<file path="src/rtl/imm_encoder_loader_pkg.sv">
// Shared types and constants for the immediate encoder / instruction-memory loader.
package imm_encoder_loader_pkg;

    typedef enum logic [2:0] {
        FMT_R = 3'd0,
        FMT_I = 3'd1,
        FMT_S = 3'd2,
        FMT_B = 3'd3,
        FMT_J = 3'd4,
        FMT_U = 3'd5
    } fmt_e;

    typedef enum logic [1:0] {
        ST_IDLE  = 2'd0,
        ST_RUN   = 2'd1,
        ST_DRAIN = 2'd2,
        ST_FULL  = 2'd3
    } state_e;

    localparam logic [1:0] ERR_NONE     = 2'd0;
    localparam logic [1:0] ERR_RANGE    = 2'd1;
    localparam logic [1:0] ERR_MISALIGN = 2'd2;
    localparam logic [1:0] ERR_FMT      = 2'd3;

    localparam logic [6:0] OP_IMM    = 7'b0010011;
    localparam logic [6:0] OP_STORE  = 7'b0100011;
    localparam logic [6:0] OP_BRANCH = 7'b1100011;
    localparam logic [6:0] OP_JAL    = 7'b1101111;
    localparam logic [6:0] OP_LUI    = 7'b0110111;

    // Signed inclusive interval test on a two's-complement immediate.
    function automatic logic imm_in_range(input logic [31:0] v, input int lo, input int hi);
        return ($signed(v) >= lo) && ($signed(v) <= hi);
    endfunction

endpackage

</file>
<file path="src/rtl/imm_encoder_loader_imm_pack.sv">
// Combinational packer: scatters a full immediate into the instruction layout of
// the selected format and flags values the format cannot represent.
module imm_pack
    import imm_encoder_loader_pkg::*;
(
    input  logic [2:0]  fmt_i,
    input  logic [6:0]  opcode_i,
    input  logic [4:0]  rd_i,
    input  logic [4:0]  rs1_i,
    input  logic [4:0]  rs2_i,
    input  logic [2:0]  funct3_i,
    input  logic [6:0]  funct7_i,
    input  logic [31:0] imm_i,
    output logic [31:0] word_o,
    output logic        range_err_o,
    output logic        misalign_err_o,
    output logic        fmt_err_o
);

    always_comb begin
        word_o         = '0;
        range_err_o    = 1'b0;
        misalign_err_o = 1'b0;
        fmt_err_o      = 1'b0;
        case (fmt_i)
            FMT_R: word_o = {funct7_i, rs2_i, rs1_i, funct3_i, rd_i, opcode_i};
            FMT_I: begin
                word_o      = {imm_i[11:0], rs1_i, funct3_i, rd_i, opcode_i};
                range_err_o = !imm_in_range(imm_i, -2048, 2047);
            end
            FMT_S: begin
                word_o      = {imm_i[11:5], rs2_i, rs1_i, funct3_i, imm_i[4:0], opcode_i};
                range_err_o = !imm_in_range(imm_i, -2048, 2047);
            end
            FMT_B: begin
                word_o         = {imm_i[12], imm_i[10:5], rs2_i, rs1_i, funct3_i,
                                  imm_i[4:1], imm_i[11], opcode_i};
                range_err_o    = !imm_in_range(imm_i, -4096, 4094);
                misalign_err_o = imm_i[0];
            end
            FMT_J: begin
                word_o         = {imm_i[20], imm_i[10:1], imm_i[11], imm_i[19:12], rd_i, opcode_i};
                range_err_o    = !imm_in_range(imm_i, -1048576, 1048574);
                misalign_err_o = imm_i[0];
            end
            FMT_U: begin
                word_o         = {imm_i[31:12], rd_i, opcode_i};
                misalign_err_o = |imm_i[11:0];
            end
            default: fmt_err_o = 1'b1;
        endcase
    end

endmodule

</file>
<file path="src/rtl/imm_encoder_loader.sv">
// Loader session FSM: accepts field bundles, registers the encoded word and streams
// it to instruction memory at consecutive word addresses, one word per cycle.
module imm_encoder_loader
    import imm_encoder_loader_pkg::*;
#(
    parameter int ADDR_W    = 10,
    parameter int BASE_ADDR = 0
) (
    input  logic              clk,
    input  logic              rst,
    input  logic              start,
    input  logic              stop,
    input  logic              in_valid,
    output logic              in_ready,
    input  logic [2:0]        fmt,
    input  logic [6:0]        opcode,
    input  logic [4:0]        rd,
    input  logic [4:0]        rs1,
    input  logic [4:0]        rs2,
    input  logic [2:0]        funct3,
    input  logic [6:0]        funct7,
    input  logic [31:0]       imm,
    output logic              mem_wr_en,
    input  logic              mem_ready,
    output logic [ADDR_W-1:0] mem_wr_addr,
    output logic [31:0]       mem_wr_data,
    output logic              busy,
    output logic              full,
    output logic [ADDR_W:0]   count,
    output logic              err,
    output logic [1:0]        err_code
);

    localparam logic [ADDR_W-1:0] BASE    = ADDR_W'(BASE_ADDR);
    localparam logic [ADDR_W-1:0] LAST    = '1;
    localparam logic [ADDR_W:0]   CNT_ONE = {{ADDR_W{1'b0}}, 1'b1};

    state_e            state_q, state_d;
    logic [ADDR_W-1:0] addr_q, addr_d;
    logic [ADDR_W:0]   count_q, count_d;
    logic              wr_en_q, wr_en_d;
    logic [31:0]       data_q, data_d;
    logic              err_q, err_d;
    logic [1:0]        err_code_q, err_code_d;

    logic [31:0] enc_word;
    logic        enc_range, enc_misalign, enc_fmt;
    logic        accept, complete, last_pending;

    imm_pack u_imm_pack (
        .fmt_i          (fmt),
        .opcode_i       (opcode),
        .rd_i           (rd),
        .rs1_i          (rs1),
        .rs2_i          (rs2),
        .funct3_i       (funct3),
        .funct7_i       (funct7),
        .imm_i          (imm),
        .word_o         (enc_word),
        .range_err_o    (enc_range),
        .misalign_err_o (enc_misalign),
        .fmt_err_o      (enc_fmt)
    );

    assign accept       = in_valid & in_ready;
    assign complete     = wr_en_q & mem_ready;
    // While the final address is in flight nothing more may be accepted, or it would wrap.
    assign last_pending = wr_en_q && (addr_q == LAST);

    always_ff @(posedge clk) begin
        if (rst) state_q <= ST_IDLE;
        else     state_q <= state_d;
    end

    always_comb begin
        state_d = state_q;
        case (state_q)
            ST_IDLE:  if (start) state_d = ST_RUN;
            ST_RUN: begin
                if (complete && last_pending) state_d = stop ? ST_IDLE : ST_FULL;
                else if (stop)                state_d = ST_DRAIN;
            end
            ST_DRAIN: if (!wr_en_q || complete) state_d = ST_IDLE;
            ST_FULL:  if (stop) state_d = ST_IDLE;
            default:  state_d = ST_IDLE;
        endcase
    end

    always_comb begin
        in_ready = (state_q == ST_RUN) && (!wr_en_q || mem_ready) && !last_pending;
        busy     = (state_q != ST_IDLE);
        full     = (state_q == ST_FULL);
    end

    always_comb begin
        addr_d     = addr_q;
        count_d    = count_q;
        wr_en_d    = wr_en_q;
        data_d     = data_q;
        err_d      = err_q;
        err_code_d = err_code_q;
        if (state_q == ST_IDLE && start) begin
            addr_d     = BASE;
            count_d    = '0;
            err_d      = 1'b0;
            err_code_d = ERR_NONE;
        end
        if (complete) begin
            wr_en_d = 1'b0;
            addr_d  = addr_q + 1'b1;
            count_d = count_q + CNT_ONE;
        end
        if (accept) begin
            if (enc_range || enc_misalign || enc_fmt) begin
                err_d = 1'b1;
                if (!err_q) begin
                    err_code_d = enc_range    ? ERR_RANGE :
                                 enc_misalign ? ERR_MISALIGN : ERR_FMT;
                end
            end else begin
                wr_en_d = 1'b1;
                data_d  = enc_word;
            end
        end
    end

    always_ff @(posedge clk) begin
        if (rst) begin
            addr_q     <= '0;
            count_q    <= '0;
            wr_en_q    <= 1'b0;
            data_q     <= '0;
            err_q      <= 1'b0;
            err_code_q <= ERR_NONE;
        end else begin
            addr_q     <= addr_d;
            count_q    <= count_d;
            wr_en_q    <= wr_en_d;
            data_q     <= data_d;
            err_q      <= err_d;
            err_code_q <= err_code_d;
        end
    end

    assign mem_wr_en   = wr_en_q;
    assign mem_wr_addr = addr_q;
    assign mem_wr_data = data_q;
    assign count       = count_q;
    assign err         = err_q;
    assign err_code    = err_code_q;

endmodule

</file>
<file path="config.mk">
export PLATFORM = sky130hd
export DESIGN_NAME = imm_encoder_loader
export DESIGN_NICKNAME = d
export VERILOG_FILES = /design/src/rtl/imm_encoder_loader_pkg.sv /design/src/rtl/imm_encoder_loader_imm_pack.sv /design/src/rtl/imm_encoder_loader.sv
export SDC_FILE = /design/constraint.sdc
export NUM_CORES = 1
export LEC_CHECK = 0
export ABC_CLOCK_PERIOD_IN_PS = 2000
export BUFFER_PORTS_ARGS = -buffer_cell sky130_fd_sc_hd__buf_2
export CAP_MARGIN = 20
export CORE_MARGIN = 2
export CORE_UTILIZATION = 25
export DETAILED_ROUTE_END_ITERATION = 8
export PLACE_DENSITY = 0.57
export SLEW_MARGIN = 20
export SYNTH_ARGS = -nofsm -noshare
export SYNTH_HDL_FRONTEND = slang
export SYNTH_SLANG_ARGS = --single-unit
export TNS_END_PERCENT = 1
</file>
<file path="constraint.sdc">
create_clock -name clk -period 2 [get_ports clk]
set_input_delay 0.1 -clock clk [delete_from_list [all_inputs] [get_ports clk]]
set_output_delay 0.1 -clock clk [all_outputs]
set_load 0.02 [all_outputs]
</file>
==> results.txt <==
Avg Inst Size Synth: 8.65 um^2
CORE AREA: 0.0138 mm^2
Buf+Inv Stages, Crit Path: 3
min-delay worst type: in2reg
Slew headroom: 52.6%
unrepaired setup endpoints after global routing: false
clock tree root driver cell: clkbuf_16
most frequent cell on the critical path: buf_4
Synth Cell Area: 0.00348 mm^2
fraction of synthesized cell area in xor and xnor cells: 0.754%
area growth from synthesis to layout: 42.3%
initial core utilization: 25.3%
clock buffers created by TritonCTS: 9
top achievable clock speed: 0.538 GHz
WHS: 0.0302 ns
max-slew violation count: 0
synth unique cells: 55
mux contribution to synthesized area: 6.25%
largest delay contributor family on the critical path: simple AND/OR/NAND/NOR gates
critical path required time: 2.20 ns
H-tree depth reported by CTS: 3
Clock Sinks: 59
Longest Clk Path Bufs: 2
slew at the pin with the worst max-slew slack: 0.709 ns
# setup viols final: 0
share of synthesized area occupied by flip-flops and latches: 33.9%
I/O pin count: 133
master of the slowest instance on the critical path: nor4_1
gate count of the mapped netlist: 403
areal power density over the cells: 701 mW/mm^2
row cnt: 43
nature of the critical path startpoint: input pin
largest family of logic cells by synthesized area: compound AO/OA/AOI/OAI gates
clock transition at the registers of the reported paths: 0.05 ns
number of warnings reported in the yosys synthesis log: 0
fin worst setup slack: 0.140 ns
total of max-cap violations: 0
CP Max Fanout: 7
Via density: 5.11
die outline width: 122 um
kind of end point of the critical path: flop
final estimated routing congestion in global placement: 0.921
input/output buffers: 132
proportion of register bits with asynchronous set or reset after synthesis: 0%
area share of the largest cell type after synthesis: 33.9%
placed cell area: 0.00463 mm^2
number of buffers inserted to repair setup after CTS: 0
area share of fa/ha/maj cells after synthesis: 0.718%
post-route minimum period: 1.86 ns
height of the die: 122 um
remaining global-route overflow: 0
simple-gate share of the synthesized area: 21.5%
Post-Syn Nets: 478
reported leakage power: 2.06 nW
Routed wire per std cell: 15.8 um
final WL: 11900 um
CTS tree: done
delay of the slowest critical-path stage: 0.47 ns
total number of vias: 3848
flops & latches, synth: 59
Iter 0 DRT Violations: 298
number of antenna violations at the first check in global routing: 0
clock insertion delay at the later pin of the skew report: 0.33 ns
Overall Global Routing Usage: 16.0%
number of synthesized flops with an enable pin: 0
critical path arrival: 2.06 ns
Main synth FF type: dfxtp_1
Die ar.: 0.0149 mm^2
fin crit share: 93.0%
ANT cells: 0
final net count: 643
Synth Area in Compound Gates: 31.5%
largest net degree at the start of global routing: 30
number of global-route vias before repair: 3766
Final Instance Area: 0.00496 mm^2
final hold viol count: 0
CP Cell Sequence: buf_2 > nor4_1 > buf_4 > nand2_1 > or3_4 > a32o_2 > buf_4 > o21ai_0 > a21oi_1
fraction of layout cells with a size suffix above 1: 43.8%
Synth area leaders: dfxtp_1, a21oi_1, a211oi_2, nor2_1, mux2_2
Antenna Nets Post-Route: 0
Max Clock Skew: 0.00982 ns
post-detailed-placement half-perimeter wirelength: 9350 um
worst setup slack before clock tree synthesis: -0.189 ns
worst setup path category: in2reg
status: complete, no violations
first drt pass iteration count: 5
cell accounting for the most synthesized area: dfxtp_1
drt drc: 0
peak ir drop on the vdd network: 490 uV
global-route wire length before repair: 18800 um
-- Yosys cell counts (2+ instances only) --
| cell | number |
|---|---|
| a22o_1 | 7 |
| or2_2 | 3 |
| a21oi_1 | 60 |
| mux2i_1 | 6 |
| and3_1 | 4 |
| nor3_2 | 2 |
| ha_1 | 2 |
| buf_4 | 2 |
| nand2b_1 | 4 |
| o21ai_0 | 15 |
| mux2_2 | 12 |
| nand2_1 | 27 |
| and2_1 | 2 |
| a222oi_1 | 6 |
| or3_1 | 3 |
| inv_1 | 5 |
| nor3_1 | 9 |
| a311oi_2 | 2 |
| dfxtp_1 | 59 |
| nor2_1 | 38 |
| nand3b_1 | 2 |
| a211oi_2 | 21 |
| nor4_2 | 3 |
| xnor2_1 | 3 |
| nand3_1 | 26 |
| a311oi_1 | 5 |
| clkbuf_1 | 14 |
| a22oi_1 | 13 |
| nor4_1 | 5 |
| buf_6 | 8 |
| nand4_1 | 11 |
-- worst paths after layout --
path                  startpoint              to  slack (ns)  depth (start not counted)
setup reg to reg  mem_wr_addr[0]  mem_wr_data[5]        0.19                         10
hold / removal         opcode[2]  mem_wr_data[2]        0.03                          3
setup / recovery         imm[18]  mem_wr_data[5]        0.14                          9
hold reg to reg   mem_wr_data[2]  mem_wr_data[2]        0.48                          2
-- final cells by class --
cell class	instances	area [um^2]
Clock buffer	9	225
Clock inverter	7	100
Fill cell	1474	8820
Inverter	6	22.5
Multi-Input combinational cell	312	2120
Sequential cell	59	1180
Tap cell	180	225
Timing Repair Buffer	180	1080
-- worst reg2reg max path, delay by kind of cell (launching register included) --
kind / cells / cell delay [ns]
and+or+nand+nor: 4 / 0.47
buffers and inverters: 3 / 0.46
DFF: 1 / 0.33
AOI/OAI and AO/OA: 2 / 0.23
adders and majority gates: 1 / 0.21
-- cell families after synthesis --
logic type	after synthesis
adder cells (fa/ha/maj)	2
flip-flops	59
buffers and inverters	32
AND/OR/NAND/NOR	144
XOR/XNOR	3
AO/OA/AOI/OAI	144
multiplexers	19
-- state kept, by name, summed over array words and instances, names as in the netlist --
register,count
state_q,2
count,11
err_code,2
mem_wr_addr,10
err,1
mem_wr_data,32
mem_wr_en,1
-- layer usage --
layer	GRT usage (%)	wire, um
met2	26.9	5620
met5	0	0
met4	6.32	301
met1	19.7	5230
met3	4.07	754
-- cell usage in the layout (no fill, tap or decap), types with 11 or more instances in the layout --
| master | netlist | routed |
|---|---|---|
| nand2_1 | 27 | 27 |
| a22oi_1 | 13 | 13 |
| buf_4 | 2 | 43 |
| nand3_1 | 26 | 26 |
| mux2_2 | 12 | 12 |
| nor2_1 | 38 | 38 |
| a211oi_2 | 21 | 21 |
| dfxtp_1 | 59 | 59 |
| o21ai_0 | 15 | 15 |
| nand4_1 | 11 | 11 |
| a21oi_1 | 60 | 60 |
| buf_2 | 1 | 132 |
-- what timing repair did --
action | 4_1_cts | 5_1_grt
hold endpoints to repair | 0 | 0
endpoints found under the setup margin | 0 | 8
hold buffers | 0 | 0
gates resized for setup | 0 | 0
-- power by group --
| group | switching [mW] | internal [mW] | total [mW] |
|---|---|---|---|
| clock network | 0.599 | 1.10 | 1.70 |
| registers | 0.0150 | 1.20 | 1.21 |
| logic | 0.328 | 0.235 | 0.563 |
| total | 0.941 | 2.53 | 3.48 |
-- stage by stage --
step                utilization, %  instances  total power [mW]  TNS (ns)
global route                  36.0        753              3.62         0
finish                        36.0        753              3.48         0
floorplan                        -        403              1.55         0
detailed placement            33.6        737              1.80     -4.77
global placement              33.6        737              1.79     -4.50
CTS                           36.0        753              3.52         0
No activity file was read; power rests on OpenSTA's default activity.
